## config.mk

```make
export PLATFORM = sky130hd
export DESIGN_NAME = irq_prio_ctrl_flat
export DESIGN_NICKNAME = d
export VERILOG_FILES = /design/src/rtl/irq_prio_ctrl_pkg.sv /design/src/rtl/irq_prio_ctrl_if.sv /design/src/rtl/irq_prio_ctrl_pick.sv /design/src/rtl/irq_prio_ctrl.sv /design/src/flat_wrapper.sv
export SDC_FILE = /design/constraint.sdc
export NUM_CORES = 1
export LEC_CHECK = 0
export BUFFER_PORTS_ARGS = -buffer_cell sky130_fd_sc_hd__clkbuf_2
export CORE_AREA = 5 5 42 44
export CTS_BUF_LIST = sky130_fd_sc_hd__clkbuf_4 sky130_fd_sc_hd__clkbuf_8
export DETAILED_ROUTE_END_ITERATION = 10
export DIE_AREA = 0 0 47 49
export PLACE_DENSITY = 0.73
export SYNTH_ARGS = -nofsm -noshare
export SYNTH_HDL_FRONTEND = slang
export SYNTH_SLANG_ARGS = --single-unit
```

## constraint.sdc

```tcl
create_clock -name clk -period 1.4 [get_ports clk]
set_input_delay 0.28 -clock clk [delete_from_list [all_inputs] [get_ports clk]]
set_output_delay 0.28 -clock clk [all_outputs]
set_load 0.02 [all_outputs]
```

## src/rtl/irq_prio_ctrl_pkg.sv

```systemverilog
// rtl/irq_prio_ctrl_pkg.sv - shared constants, state type and helpers for irq_prio_ctrl
package irq_prio_pkg;
  localparam int N_SRC           = 4;
  localparam int ID_W            = 2;
  localparam int TIMEOUT_CYC_DEF = 16;

  typedef enum logic [1:0] {IDLE, WAIT_ACK, GAP} state_t;

  function automatic logic [N_SRC-1:0] id_onehot(input logic [ID_W-1:0] id);
    return N_SRC'(1) << id;
  endfunction
endpackage

```

## src/rtl/irq_prio_ctrl_if.sv

```systemverilog
// rtl/irq_prio_ctrl_if.sv - request/mask/ack handshake and status bundle for irq_prio_ctrl
interface irq_prio_ctrl_if;
  import irq_prio_pkg::*;

  logic [N_SRC-1:0] req;
  logic [N_SRC-1:0] mask;
  logic             en;
  logic             ack;
  logic             irq;
  logic [ID_W-1:0]  irq_id;
  logic             gs;
  logic [N_SRC-1:0] pending;
  logic             timeout;

  modport master (output req, mask, en, ack,
                  input  irq, irq_id, gs, pending, timeout);
  modport slave  (input  req, mask, en, ack,
                  output irq, irq_id, gs, pending, timeout);
endinterface

```

## src/rtl/irq_prio_ctrl_pick.sv

```systemverilog
// rtl/irq_prio_ctrl_pick.sv - combinational highest-index picker (bit 3 wins)
module irq_prio_pick
  import irq_prio_pkg::*;
(
  input  logic [N_SRC-1:0] cand,
  output logic [ID_W-1:0]  sel,
  output logic             any
);
  always_comb begin
    sel = '0;
    any = |cand;
    // Ascending scan so the last (highest) set index is the one kept.
    for (int i = 0; i < N_SRC; i++) begin
      if (cand[i]) sel = ID_W'(i);
    end
  end
endmodule

```

## src/rtl/irq_prio_ctrl.sv

```systemverilog
// rtl/irq_prio_ctrl.sv - edge-captured, masked, prioritised irq presenter with ack handshake; optional IRQ_TIMEOUT_EN
module irq_prio_ctrl
  import irq_prio_pkg::*;
#(
  parameter int TIMEOUT_CYC = TIMEOUT_CYC_DEF
)
(
  input  logic              clk,
  input  logic              rst,
  irq_prio_ctrl_if.slave    bus
);
  if (TIMEOUT_CYC < 2 || TIMEOUT_CYC > 255) begin : g_timeout_range
    $error("irq_prio_ctrl: TIMEOUT_CYC must be within 2..255");
  end

  logic [N_SRC-1:0] req_d;
  logic [N_SRC-1:0] pending_q;
  logic [N_SRC-1:0] cand;
  logic [N_SRC-1:0] set_v;
  logic [N_SRC-1:0] clr_v;
  logic [ID_W-1:0]  sel;
  logic             any;
  state_t           state, state_nx;
  logic             irq_q, irq_nx;
  logic [ID_W-1:0]  id_q, id_nx;
  logic             gs_q;
`ifdef IRQ_TIMEOUT_EN
  localparam logic [7:0] TO_LAST = 8'(TIMEOUT_CYC - 1);
  logic [7:0] cnt_q, cnt_nx;
  logic       to_q, to_nx;
`endif

  assign set_v = bus.req & ~req_d;
  assign cand  = pending_q & ~bus.mask;

  irq_prio_pick u_pick (
    .cand (cand),
    .sel  (sel),
    .any  (any)
  );

  always_comb begin
    state_nx = state;
    irq_nx   = irq_q;
    id_nx    = id_q;
    clr_v    = '0;
`ifdef IRQ_TIMEOUT_EN
    cnt_nx   = cnt_q;
    to_nx    = 1'b0;
`endif
    case (state)
      IDLE: begin
        if (bus.en && any) begin
          id_nx    = sel;
          irq_nx   = 1'b1;
          state_nx = WAIT_ACK;
`ifdef IRQ_TIMEOUT_EN
          cnt_nx   = '0;
`endif
        end
      end
      WAIT_ACK: begin
        // Presented id is frozen here: no preemption, no retraction on en/mask.
        if (bus.ack) begin
          clr_v    = id_onehot(id_q);
          irq_nx   = 1'b0;
          state_nx = GAP;
        end
`ifdef IRQ_TIMEOUT_EN
        else if (cnt_q == TO_LAST) begin
          irq_nx   = 1'b0;
          to_nx    = 1'b1;
          state_nx = GAP;
        end else begin
          cnt_nx   = cnt_q + 8'd1;
        end
`endif
      end
      GAP:     state_nx = IDLE;
      default: state_nx = IDLE;
    endcase
  end

  always_ff @(posedge clk) begin
    if (rst) begin
      state     <= IDLE;
      irq_q     <= 1'b0;
      id_q      <= '0;
      gs_q      <= 1'b0;
      pending_q <= '0;
      req_d     <= bus.req;
`ifdef IRQ_TIMEOUT_EN
      cnt_q     <= '0;
      to_q      <= 1'b0;
`endif
    end else begin
      state     <= state_nx;
      irq_q     <= irq_nx;
      id_q      <= id_nx;
      gs_q      <= any;
      // Set term is ORed last so a fresh edge survives a same-cycle clear.
      pending_q <= set_v | (pending_q & ~clr_v);
      req_d     <= bus.req;
`ifdef IRQ_TIMEOUT_EN
      cnt_q     <= cnt_nx;
      to_q      <= to_nx;
`endif
    end
  end

  assign bus.irq     = irq_q;
  assign bus.irq_id  = id_q;
  assign bus.gs      = gs_q;
  assign bus.pending = pending_q;
`ifdef IRQ_TIMEOUT_EN
  assign bus.timeout = to_q;
`else
  assign bus.timeout = 1'b0;
`endif
endmodule

```

## src/flat_wrapper.sv

```systemverilog
// flat-port wrapper written by rule: the top's interface ports become plain ports
module irq_prio_ctrl_flat import irq_prio_pkg::*;
#(
  parameter int TIMEOUT_CYC = TIMEOUT_CYC_DEF
)
  (clk, rst, bus_req, bus_mask, bus_en, bus_ack, bus_irq, bus_irq_id, bus_gs, bus_pending, bus_timeout);
  irq_prio_ctrl_if bus_i ();
  input  logic clk;
  input  logic rst;
  input wire logic [$bits(bus_i.req)-1:0] bus_req;
  input wire logic [$bits(bus_i.mask)-1:0] bus_mask;
  input wire logic [$bits(bus_i.en)-1:0] bus_en;
  input wire logic [$bits(bus_i.ack)-1:0] bus_ack;
  output wire logic [$bits(bus_i.irq)-1:0] bus_irq;
  output wire logic [$bits(bus_i.irq_id)-1:0] bus_irq_id;
  output wire logic [$bits(bus_i.gs)-1:0] bus_gs;
  output wire logic [$bits(bus_i.pending)-1:0] bus_pending;
  output wire logic [$bits(bus_i.timeout)-1:0] bus_timeout;
  assign bus_i.req = bus_req;
  assign bus_i.mask = bus_mask;
  assign bus_i.en = bus_en;
  assign bus_i.ack = bus_ack;
  assign bus_irq = bus_i.irq;
  assign bus_irq_id = bus_i.irq_id;
  assign bus_gs = bus_i.gs;
  assign bus_pending = bus_i.pending;
  assign bus_timeout = bus_i.timeout;
  irq_prio_ctrl #(.TIMEOUT_CYC(TIMEOUT_CYC)) u_core (.clk(clk), .rst(rst), .bus(bus_i));
endmodule
```

=== Yosys cells after proc, flatten, opt, wreduce, memory -nomap -nowiden ===
Cells that the tools add are included.

* Shift operators: 1
* Divide/modulo/power cells: 0
* Reduce and logical (&&, ||, !) cells: 7
* Multiplexer cells: 11
* $lt $le $gt $ge: 0
* Bitwise gates (word level): 7
* Multiply operators: 0
* Equality and inequality tests: 3
* $add $sub $neg: 0

{| class="wikitable"
|+ Operators with widths
! cell !! count
|-
| 4-bit AND || 3
|-
| 4-bit inverter || 3
|-
| 2-bit 2-to-1 mux || 4
|-
| 4-bit 2-to-1 mux || 2
|-
| 4-bit bitwise OR || 1
|-
| 2-bit one-hot mux with 2 select lines || 1
|-
| 2-bit AND reduction || 2
|-
| 4-bit OR reduction || 1
|-
| 1-bit by 2-bit left shift with 4-bit output, first input constant || 1
|-
| 1-bit 2-to-1 mux || 3
|-
| 3-bit AND reduction || 1
|-
| 2-bit by 1-bit equality test with 1-bit output, second input constant || 1
|-
| 2-bit zero test || 1
|-
| 2-bit by 1-bit != test with 1-bit output, second input constant || 1
|-
| 2-bit != test, second input constant || 1
|-
| 1-bit one-hot mux with 2 select lines || 1
|-
| 2-bit nonzero test || 1
|-
| 1-bit logical AND || 1
|}

* Output and inout bits: 9
* RAM bits: 0
* Input port bits: 12
* Bits in latches: 0
* ROM bits: 0
* Register bits after elaboration: 14
* Memories kept: 0
* Word-level logic and storage cells: 35

=== Longest topological paths before layout ===
* Word-level depth: 6
* Gate-level depth with buffers: 4
* Depth with buffers taken out: 4

=== Cells and area by module ===
Synthesis repeated with hierarchy kept, for this count alone.

* Cells, all modules: 53
* Area, all modules: 521.8 um^2

{| class="wikitable"
|+ By module, submodules not included
! module !! times used !! sequential area each (um^2) !! area an instance (um^2) !! cells each
|-
| irq_prio_ctrl || 1 || 280.3 || 498.0 || 49
|-
| irq_prio_pick || 1 || 0.0 || 23.8 || 4
|}

=== Worst setup path before layout ===
No wires, ideal clock.

* Kind: register -> register
* Start: register u_core.pending_q[1], in the netlist u_core.bus.pending[1]
* End: register u_core.id_q[0], in the netlist u_core.bus.irq_id[0]
* Cell stages (with the launch flop): 5
* Library setup time: 0.079 ns
* Setup slack: 0.115 ns
* Arrival: 1.205 ns
* Buffers on the path: 0
* Clock period less this slack: 1.285 ns
* Data required time: 1.321 ns
* Cell sequence: dfxtp_1 > nor2b_4 > o41ai_4 > nor3_2 > a211oi_2

* Cells in the longest elaborated chain, start to end: 4
* Elaborated cells between the ends (all ways): 7
* Those cells by class: 3 x mux; 1 x bitwise; 3 x reduce/logical

{| class="wikitable"
|+ RTL lines
! item !! line !! RTL
|-
| start: declaration || irq_prio_ctrl.sv:17 || <nowiki>logic [N_SRC-1:0] pending_q;</nowiki>
|-
| start signal: assignment || irq_prio_ctrl.sv:102 || <nowiki>pending_q <= set_v | (pending_q & ~clr_v);</nowiki>
|-
| 4-bit AND (*) || irq_prio_ctrl.sv:34 || <nowiki>assign cand = pending_q & ~bus.mask;</nowiki>
|-
| 1-bit 2-to-1 mux or 4-bit OR reduction (tied branches) || irq_prio_ctrl_pick.sv:14, irq_prio_ctrl_pick.sv:11 ||
|-
| 2-bit 2-to-1 mux or 1-bit logical AND (tied branches) || irq_prio_ctrl_pick.sv:14, irq_prio_ctrl.sv:53 ||
|-
| 2-bit 2-to-1 mux or 2-bit AND reduction (tied branches) || -- ||
|-
| end signal: assignment || irq_prio_ctrl.sv:99 || <nowiki>id_q <= id_nx;</nowiki>
|-
| end: declaration || irq_prio_ctrl.sv:25 || <nowiki>logic [ID_W-1:0] id_q, id_nx;</nowiki>
|}

Every way passes the cells marked *; elsewhere a longest branch is shown, timed or not.
A chain may end at the register's enable or synchronous reset.

=== Worst setup path in the final report ===
Ends and elaborated chain as after synthesis.

==> reports/qor.yml <==
grt_pass1_vias: 440
die_area_sq_um: 2300
synth_flop_cell: "dfxtp_1"
synthAdderAreaFrac_pct: 0
postRouteAntennaNets: 0
synth_cell_types: 21
antenna_found_initial: 0
ctsHoldBuffers: 0
yosys-top-cells-count: "dfxtp_1 (14), a21oi_1 (6), nor2b_1 (5), nand2b_1 (4), nor2_1 (4)"
cp_max_fo: 4
finalPower_uw: 779
crit_buf_inv: 0
yosys_register_bits: 14
critPathCaptureType: "flip-flop"
peakVddDrop_mv: 0.656
power.density_nw_per_um2: 1150
place_area_sq_um: 658
initial_utilization_pct: 39.6
report.final.hold_viol_count: 0
slowest_delay_ns: 0.46
root_buffer: "clkbuf_4"
clkSlewWorstSetupHoldPaths_ns: 0.07
max_freq_mhz: 777
vias: 436
syn-cell-area_sq_um: 554
slew_violations: 0
synthTopCellsByArea: "dfxtp_1 (51%), nor2b_1 (5.6%), a21oi_1 (5.4%)"
wire_per_inst_um: 11.6
synth_area_leader_cell: "dfxtp_1"
cp.required_ns: 1.59
drt-initial-drc-count: 8
track_usage_pct: 10.3
synth_xor_area_share_pct: 0
syn_nets: 66
wirelength_um: 1050
die_w_um: 47
syn_area_per_cell_sq_um: 10.3
post-route-drc-count: 0
ys_seq_area_share_pct: 50.6
synth.mux.area_fraction_pct: 0
grt_overflow_total: 0
die-height_um: 49
io-pin-count: 21
period_share_pct: 91.9
core_sq_um: 1400
cts_buffers: 3
post_cts_buffers: 0
cts_sinks: 14
rsz0062_at_grt: "false"
fin_cells: 90
layout-drive-gt1-share_pct: 37.8
synth_compound_area_share_pct: 19.0
cpMaxStageDelayCell: "o41ai_4"
grt_max_degree: 11
fin_area_sq_um: 681
nets: 88
setup_violations: 0
cp.arrival_ns: 1.48
cp-start-kind: "flip-flop"
viasPerCell: 4.84
hold_path.class: "in2reg"
critical_path.cell_chain: "nor2b_4 > o41ai_4 > nor3_2 > a211oi_2"
critPathTopFamily: "compound AO/OA/AOI/OAI gates"
routabilityCongestion: 0.756
holdWs_ns: 0.123
drv_cap: 0
synth-edff-count: 0
cts_resized: 0
synthArstFlopShare_pct: 0
first_pass_iters: 4
clk_latency_ns: 0.26
setup_tns_ns: 0
period_minus_slack_ns: 1.29
clock_skew_ns: 0.00194
status: "completed"
grt_pass1_wl_um: 1790
synth_most_common_cell: "dfxtp_1"
n_antenna_cell: 0
area_growth_pct: 22.8
synthSimpleGateAreaFrac_pct: 26.4
io_buffers: 19
yosys.area.top_type_share_pct: 50.6
htreeDepth: 1
dp_cells: 87
syn_inst: 54
ctsLongestPathBuffers: 2
critPathKind: "reg2reg"
p_leak_nw: 0.296
yosys_warnings: 0
fillers: 145
hpwl_um: 863
synth_top_family_by_area: "simple AND/OR/NAND/NOR gates"
num_rows: 14
tritoncts: "yes"
## metal layers
layer	part of all wire, %	track usage (%)
met3	11	2.95
met5	0	0
met1	43	14.5
met2	46	14.5
met4	0.38	4.15
## registers in the layout, indices dropped and copies added (netlist names)
signal              cells
u_core.bus.irq          1
u_core.bus.gs           1
u_core.req_d            4
u_core.state            2
u_core.bus.pending      4
u_core.bus.irq_id       2
## area by class of cell
| class | instances | area [sq um] | area share, % |
|---|---|---|---|
| Inverter | 2 | 7.51 | 1.10 |
| Timing Repair Buffer | 19 | 95.1 | 14.0 |
| Multi-Input combinational cell | 36 | 255 | 37.5 |
| Sequential cell | 14 | 280 | 41.2 |
| Tap cell | 16 | 20.0 | 2.94 |
| Clock buffer | 3 | 22.5 | 3.31 |
## worst register-to-register path, stage by stage (launching register included)
cell and delay [ns]:
dfxtp_1 0.33, nor2b_4 0.14, o41ai_4 0.46, nor3_2 0.09
a211oi_2 0.19
## stage by stage
step	util, %	setup WS (ns)
after global routing	48.6	0.0448
final	48.6	0.113
after floorplan	-	0.115
after detailed placement	47.0	0.120
after global placement	47.0	0.188
after CTS	48.6	0.0988
## report_power, final
group          leakage [nW]  total (mW)  internal, mW  switching (mW)
logic                 0.166       0.129        0.0556          0.0735
registers             0.116       0.440         0.424          0.0164
clock network        0.0138       0.210        0.0993           0.110
total                 0.296       0.779         0.579           0.200
## worst paths after layout
path	start	to	slack [ns]	depth (start not counted)
setup / recovery	u_core.bus.pending[1]	u_core.bus.irq_id[0]	0.11	4
hold / removal	bus_req[3]	u_core.req_d[3]	0.12	1
setup reg to reg	u_core.bus.pending[1]	u_core.bus.irq_id[0]	0.11	4
hold reg to reg	u_core.bus.irq	u_core.bus.irq	0.48	2
## logic make-up (layout without fill, tap and decap cells)
group	Yosys count	in the layout
simple gates	22	22
other cells	1	1
flops	14	14
buf+inv	4	24
compound gates	13	13
## cell usage in the layout (no fill, tap or decap)
cell type / n
o41ai_4: 1
nor2_1: 4
o31ai_1: 3
conb_1: 1
clkbuf_4: 3
or2_1: 1
a21oi_1: 6
dfxtp_1: 14
nand4_1: 1
nor3b_2: 1
nor3_1: 1
nor3_2: 1
a22oi_1: 1
o21ai_0: 1
clkbuf_2: 19
nand2b_1: 4
a211oi_2: 1
nand2_1: 2
inv_1: 2
nor2b_4: 2
nor2b_1: 5
(Power assumes the default switching activity.)
